$ cat src/rtl/capture_frame_ctrl.sv
// Frame-level capture sequencer: arms on host start, optionally drops frames, then gates
// ov7670_capture for exactly one frame while counting lines from a passive m_axis tap.
module capture_frame_ctrl #(
  parameter int unsigned LINES_PER_FRAME = 480,
  parameter int unsigned TIMEOUT_CYCLES  = 2000000,
  parameter int unsigned SKIP_W          = 4
) (
  input  logic              m_axis_aclk,
  input  logic              m_axis_aresetn,
  input  logic              ctrl_start,
  input  logic              ctrl_stop,
  input  logic              ctrl_continuous,
  input  logic [SKIP_W-1:0] ctrl_skip,
  input  logic              fsync,
  input  logic              mon_tvalid,
  input  logic              mon_tready,
  input  logic              mon_tlast,
  output logic              cap_enable,
  output logic              busy,
  output logic              frame_done,
  output logic              frame_err,
  output logic [1:0]        err_code,
  output logic [15:0]       frame_count,
  output logic [15:0]       line_count
);

  localparam int unsigned     TO_W      = (TIMEOUT_CYCLES > 2) ? $clog2(TIMEOUT_CYCLES) : 1;
  localparam logic [TO_W-1:0] TO_LAST   = TO_W'(TIMEOUT_CYCLES - 1);
  localparam logic [15:0]     LINE_LAST = 16'(LINES_PER_FRAME - 1);

  typedef enum logic [2:0] {
    ST_IDLE    = 3'd0,
    ST_ARM     = 3'd1,
    ST_CAPTURE = 3'd2,
    ST_DONE    = 3'd3,
    ST_ERR     = 3'd4
  } state_e;

  state_e            state_q, state_d;
  logic [2:0]        fsync_sync_q, fsync_sync_d;
  logic [SKIP_W-1:0] skip_cnt_q, skip_cnt_d;
  logic [TO_W-1:0]   to_cnt_q, to_cnt_d;
  logic              stop_pending_q, stop_pending_d;
  logic              cap_enable_q, cap_enable_d;
  logic              busy_q, busy_d;
  logic              frame_done_q, frame_done_d;
  logic              frame_err_q, frame_err_d;
  logic [1:0]        err_code_q, err_code_d;
  logic [15:0]       frame_count_q, frame_count_d;
  logic [15:0]       line_count_q, line_count_d;

  logic fs_edge, beat, cap_beat, timeout;

  // fsync_sync_q[0]/[1] form the synchronizer, [2] is the edge-detect delay
  assign fs_edge  = fsync_sync_q[1] & ~fsync_sync_q[2];
  assign beat     = mon_tvalid & mon_tready & mon_tlast;
  assign cap_beat = beat && (state_q == ST_CAPTURE);
  assign timeout  = (to_cnt_q == TO_LAST);

  always_comb begin
    state_d        = state_q;
    fsync_sync_d   = {fsync_sync_q[1:0], fsync};
    skip_cnt_d     = skip_cnt_q;
    stop_pending_d = 1'b0;
    err_code_d     = err_code_q;
    frame_count_d  = frame_count_q;
    line_count_d   = line_count_q;

    unique case (state_q)
      ST_IDLE: begin
        if (ctrl_start && !ctrl_stop) begin
          state_d    = ST_ARM;
          err_code_d = '0;
          skip_cnt_d = ctrl_skip;
        end
      end
      ST_ARM: begin
        if (ctrl_stop) begin
          state_d = ST_IDLE;
        end else if (fs_edge) begin
          if (skip_cnt_q != '0) begin
            skip_cnt_d = skip_cnt_q - 1'b1;
          end else begin
            state_d      = ST_CAPTURE;
            line_count_d = '0;
          end
        end else if (timeout) begin
          state_d    = ST_ERR;
          err_code_d = 2'b10;
        end
      end
      ST_CAPTURE: begin
        // A stop only takes effect after the frame finishes; the frame is never truncated.
        stop_pending_d = stop_pending_q | ctrl_stop;
        if (beat) line_count_d = line_count_q + 1'b1;
        if (beat && line_count_q == LINE_LAST) begin
          state_d       = ST_DONE;
          frame_count_d = frame_count_q + 1'b1;
        end else if (fs_edge) begin
          state_d    = ST_ERR;
          err_code_d = 2'b01;
        end else if (timeout && !beat) begin
          state_d    = ST_ERR;
          err_code_d = 2'b10;
        end
      end
      ST_DONE: begin
        if (ctrl_continuous && !stop_pending_q && !ctrl_stop) begin
          state_d    = ST_ARM;
          skip_cnt_d = ctrl_skip;
        end else begin
          state_d = ST_IDLE;
        end
      end
      ST_ERR:  state_d = ST_IDLE;
      default: state_d = ST_IDLE;
    endcase

    if ((state_q == ST_ARM || state_q == ST_CAPTURE) && state_d == state_q && !cap_beat)
      to_cnt_d = to_cnt_q + 1'b1;
    else
      to_cnt_d = '0;

    cap_enable_d = (state_d == ST_CAPTURE);
    busy_d       = (state_d != ST_IDLE);
    frame_done_d = (state_d == ST_DONE);
    frame_err_d  = (state_d == ST_ERR);
  end

  always_ff @(posedge m_axis_aclk or negedge m_axis_aresetn) begin
    if (!m_axis_aresetn) begin
      state_q        <= ST_IDLE;
      fsync_sync_q   <= '0;
      skip_cnt_q     <= '0;
      to_cnt_q       <= '0;
      stop_pending_q <= 1'b0;
      cap_enable_q   <= 1'b0;
      busy_q         <= 1'b0;
      frame_done_q   <= 1'b0;
      frame_err_q    <= 1'b0;
      err_code_q     <= '0;
      frame_count_q  <= '0;
      line_count_q   <= '0;
    end else begin
      state_q        <= state_d;
      fsync_sync_q   <= fsync_sync_d;
      skip_cnt_q     <= skip_cnt_d;
      to_cnt_q       <= to_cnt_d;
      stop_pending_q <= stop_pending_d;
      cap_enable_q   <= cap_enable_d;
      busy_q         <= busy_d;
      frame_done_q   <= frame_done_d;
      frame_err_q    <= frame_err_d;
      err_code_q     <= err_code_d;
      frame_count_q  <= frame_count_d;
      line_count_q   <= line_count_d;
    end
  end

  assign cap_enable  = cap_enable_q;
  assign busy        = busy_q;
  assign frame_done  = frame_done_q;
  assign frame_err   = frame_err_q;
  assign err_code    = err_code_q;
  assign frame_count = frame_count_q;
  assign line_count  = line_count_q;

endmodule
$ cat config.mk
export PLATFORM = sky130hd
export DESIGN_NAME = capture_frame_ctrl
export DESIGN_NICKNAME = d
export VERILOG_FILES = /design/src/rtl/capture_frame_ctrl.sv
export SDC_FILE = /design/constraint.sdc
export NUM_CORES = 1
export LEC_CHECK = 0
export ABC_AREA = 1
export CAP_MARGIN = 40
export CORE_MARGIN = 2
export CORE_UTILIZATION = 50
export CTS_CLUSTER_DIAMETER = 60
export DETAILED_ROUTE_END_ITERATION = 8
export GPL_ROUTABILITY_DRIVEN = 0
export GPL_TIMING_DRIVEN = 0
export PLACE_DENSITY = 0.83
export SETUP_SLACK_MARGIN = 0.15
export SLEW_MARGIN = 20
export SYNTH_ARGS = -nofsm -noshare
export SYNTH_HDL_FRONTEND = slang
export SYNTH_SLANG_ARGS = --single-unit
$ cat constraint.sdc
create_clock -name m_axis_aclk -period 3.7 [get_ports m_axis_aclk]
set_clock_uncertainty 0.1 [all_clocks]
set_input_delay 0.37 -clock m_axis_aclk [delete_from_list [all_inputs] [get_ports m_axis_aclk]]
set_output_delay 0.37 -clock m_axis_aclk [all_outputs]
set_load 0.05 [all_outputs]
# Word level (Yosys, flattened, before mapping)
# Cells that the tools add are included.
# W data, S select, Z words.
# word_totals
regBits	70
latchBits	0
ram_bits	0
mem_bits_ro	0
out_inout_bits	38
wordCells	95
memories	0
# classes
add_sub_neg	4
mul	0
div	0
n_lt_le_gt_ge	0
n_eq_ne	20
n_shift	0
n_mux	31
n_bitwise	5
reduce_logical	23
# op_table
op	count
$mux W16	4
$add A16 B1 Y16 const B	2
$pmux W16 S2	1
$mux W3	8
$add A21 B1 Y21 const B	1
$eq A21 B21 Y1 const B	1
$mux W21	1
$mux W4	5
$ne A2 B2 Y1 const B	10
$eq A16 B9 Y1 const B	1
$mux W2	7
$eq A3 B2 Y1 const B	4
$pmux W3 S4	1
$pmux W4 S3	1
$reduce_bool A3 Y1	3
$logic_and A1 B1 Y1	8
$reduce_and A7 Y1	1
$pmux W2 S3	1
$reduce_and A6 Y1	1
$reduce_and A5 Y1	1
$logic_not A1 Y1	4
$reduce_bool A4 Y1	1
$sub A4 B1 Y4 const B	1
$and A1 B1 Y1	3
other kinds (11)	12

# Depth between registers and ports, before layout
# depth
word_depth	12
ltp_mapped	13
mapped_depth_nobuf	13

# Worst setup path after synthesis
# OpenSTA, ideal clock, no wires.
# synth_path
kind	register -> register
startpoint	register line_count_q[0], in the netlist line_count[0]
endpoint	register to_cnt_q[0]
t_arrival_ns	2.021
required_time_ns	3.476
path_slack_ns	1.455
path_stages_with_launch	12
n_path_buf	1
cell_sequence	dfrtp_1 -> ha_1 -> nand3_1 -> nor2_2 -> nand4_4 -> nand2_1 -> inv_2 -> nand2_4 -> nand2_2 -> nand2_4 -> buf_6 -> nor3_2
# synth_between
elab_chain_cells	8
# synth_rtl
element	line_no	source
start, declared	50	logic [15:0] line_count_q, line_count_d;
start signal, assigned	156	line_count_q <= line_count_d;
$eq A16 B9 Y1	96	if (beat && line_count_q == LINE_LAST) begin
$logic_and A1 B1 Y1	96	
$mux W3	96	
$pmux W3 S4	69	unique case (state_q)
named net state_d[0]	39	state_e state_q, state_d;
$eq A3 B3 Y1	119	if ((state_q == ST_ARM || state_q == ST_CAPTURE) && state_d == state_q && !cap_beat)
$logic_and A1 B1 Y1 (2 in a row)	119	
$mux W21	119	
named net to_cnt_d[0]	42	logic [TO_W-1:0] to_cnt_q, to_cnt_d;
end signal, assigned	148	to_cnt_q <= to_cnt_d;
end, declared	42	
# The timed path passes the listed nets, and every way through them passes these cells.
# A chain may end at the register's enable or synchronous reset.

# Final worst setup path
# Ends and elaborated chain as after synthesis.

==> metrics <==
drt via density 5.301; vias post-DR 3,578; crit path DAT 2.35 ns; clk slew on worst S/H paths 0.08 ns; length of the first detailed-routing pass in iterations 6; Lkg Pwr 2.204 nW; Syn Nets 519; CTS tree built; Max-cap violations 0; power consumption 2.575 mW; FF-to-FF path depth 11; fmax 0.4536 GHz; Hold Crit Depth 0; final setup fails 0; min Tclk post-route 2.205 ns; initial antenna violation count 0; antenna viol nets, final 0; GRT Overall Usage 22.49%; Synth top cells by count 118 x nand2_1, 70 x dfrtp_1, 62 x nor2_1; run status completed; total gr overflow 0; I/O Buffers 50; post-synth cell types 32; Initial Util 50.63%; Critical Path Sink Type flip-flop; asr flop ratio synth 100.0%; Post-DP HPWL 6735 microns; sequential share of the synthesized area 42.75%; post-synth top area share 42.75%; reg2reg setup slack 1.50 ns; Die W 94.53 microns; crit path kind flip-flop to flip-flop; max-slew violation count 0; Synth area leaders dfrtp_1 43%, nand2_1 11%, xor2_1 5.8%; area of the core 8093 sq um; # DRC 0; pwr dens 514.8 nW/um^2; clock sinks 70; EDFF count, synth 0; H-tree depth 3; leading area contributor after synthesis dfrtp_1; CP Launch Type flip-flop; Min-Delay Path Class flip-flop to flip-flop; worst slew pin tran 0.5196 ns; Fin. Hold Viols 0; Non-Filler Cell Area, Final 5002 sq um; IO Count 51; Area Overhead vs Synth 22.08%; Post-Syn Area 4098 sq um; dpl cell area 4755 sq um; Reg-to-Reg Start line_count[0]; synthesis warning total 0; reg2reg end to_cnt_q[0]; largest net degree at the start of global routing 57; hold path endpoint fsync_sync_q[1]; fin crit share 59.59%; Worst slew margin 65.25%; # rows 33; most common cell in the netlist nand2_1; first-pass GRT wire length 15,900 microns; clock tree buffer depth 2; Worst EP required 3.84 ns; ANT cells 0; Mapped Cells 502; min-delay src fsync_sync_q[0]; WL/cell 13.80 microns; clk root buf clkbuf_8; routed wire length 9316 microns; CP max FO 10; nets@finish 582; Syn Area/Cell 8.163 sq um; Initial DRC Count 164; Synth Flop Type dfrtp_1; RSZ-0062 raised after global routing no; share of cells above drive strength 1 12.98%; full die area 8936 sq um; die span in y 94.53 microns; TritonCTS buffer count 9; vias in the first global route 3,556; VDD IR max 0.2222 mV; Clk Latency, worst-skew pair 0.37 ns; synthesized flop and latch total 70
[metrics by stage]
stage	utilization (%)	setup WS [ns]	setup TNS [ns]	cells	hold WS [ns]
floorplan	-	1.455	0	502	-0.02559
global placement	58.44	-0.2197	-15.14	657	0.2394
detailed placement	58.75	1.309	0	658	0.1484
CTS	61.81	1.515	0	675	0.2681
global route	61.81	1.334	0	675	0.2710
finish	61.81	1.495	0	675	0.2649
[worst max-delay path, cell delays in order (launching register included)]
cell	delay, ns
dfrtp_1	0.43
ha_1	0.21
nand3_1	0.15
nor2_2	0.29
nand4_4	0.25
nand2_1	0.14
inv_2	0.06
nand2_4	0.07
nand2_2	0.07
nand2_4	0.08
buf_6	0.17
nor3_2	0.05
[per-layer routing]
metal  up-vias  global-route usage (%)  share of wire (%)
li1       1755                       -                  -
met3        27                   4.310                5.3
met5         -                       0                  0
met1      1678                   28.81                 44
met4         0                   10.27                2.7
met2       118                   37.02                 48
[layout by cell type (no fill, tap or decap), types with 2 or more instances in the layout]
master,n
o21ai_1,3
clkbuf_1,2
bufinv_16,3
xnor2_1,9
nand2_4,4
o31ai_1,2
nor2_2,4
nor3_1,18
a31oi_1,4
nand3b_1,2
nand3_2,2
a21oi_1,11
clkbuf_8,9
nand2_2,6
ha_1,4
nand4_1,14
inv_1,52
nor2_1,62
o211ai_1,2
xor2_1,27
nand3_1,26
nand2_1,118
nor3_2,22
nor2_4,4
clkdlybuf4s50_1,49
nor4_1,2
o21ai_0,17
dfrtp_1,70
inv_2,5
buf_6,6
[report_power, final]
| group | switching [mW] | internal, mW |
|---|---|---|
| registers | 0.0685 | 0.840 |
| logic | 0.617 | 0.298 |
| clock network | 0.302 | 0.451 |
| total | 0.987 | 1.59 |
[registers in the layout (all words and copies together), names as in the netlist]
register and count:
to_cnt_q 21, frame_count 16, line_count 16, skip_cnt_q 4, fsync_sync_q 3, state_q 3, err_code 2, busy 1
cap_enable 1, frame_done 1, frame_err 1, stop_pending_q 1
[worst max-delay path by stage]
stage	startpoint	end
2_1_floorplan	line_count[0]	to_cnt_q[0]
3_3_place_gp	m_axis_aresetn	frame_count[10]
3_5_place_dp	mon_tlast	to_cnt_q[3]
4_1_cts	line_count[10]	line_count[10]
5_1_grt	line_count[0]	to_cnt_q[2]
6_report	line_count[0]	to_cnt_q[0]
[layout make-up]
type / instances / area, sq um
Tap cell: 105 / 131.4
Multi-Input combinational cell: 369 / 2064
Clock buffer: 11 / 131.4
Fill cell: 716 / 3090
Clock inverter: 5 / 106.4
Timing Repair Buffer: 52 / 535.5
Buffer: 6 / 67.56
Sequential cell: 70 / 1752
Inverter: 57 / 214.0
[repair_timing]
| action | in CTS | in global routing |
|---|---|---|
| gates resized for setup | 0 | 0 |
| endpoints found under the hold margin | 14 | 0 |
| buffers inserted | 0 | 0 |
| hold buffers | 1 | 0 |
[kinds of logic after synthesis]
group | after synthesis | share of synthesized area (%)
buffers and inverters | 63 | 6.870
flip-flops | 70 | 42.75
AO/OA/AOI/OAI | 40 | 5.343
XOR/XNOR | 36 | 7.695
adder cells (fa/ha/maj) | 4 | 1.221
AND/OR/NAND/NOR | 289 | 36.12
(Power assumes the default switching activity.)
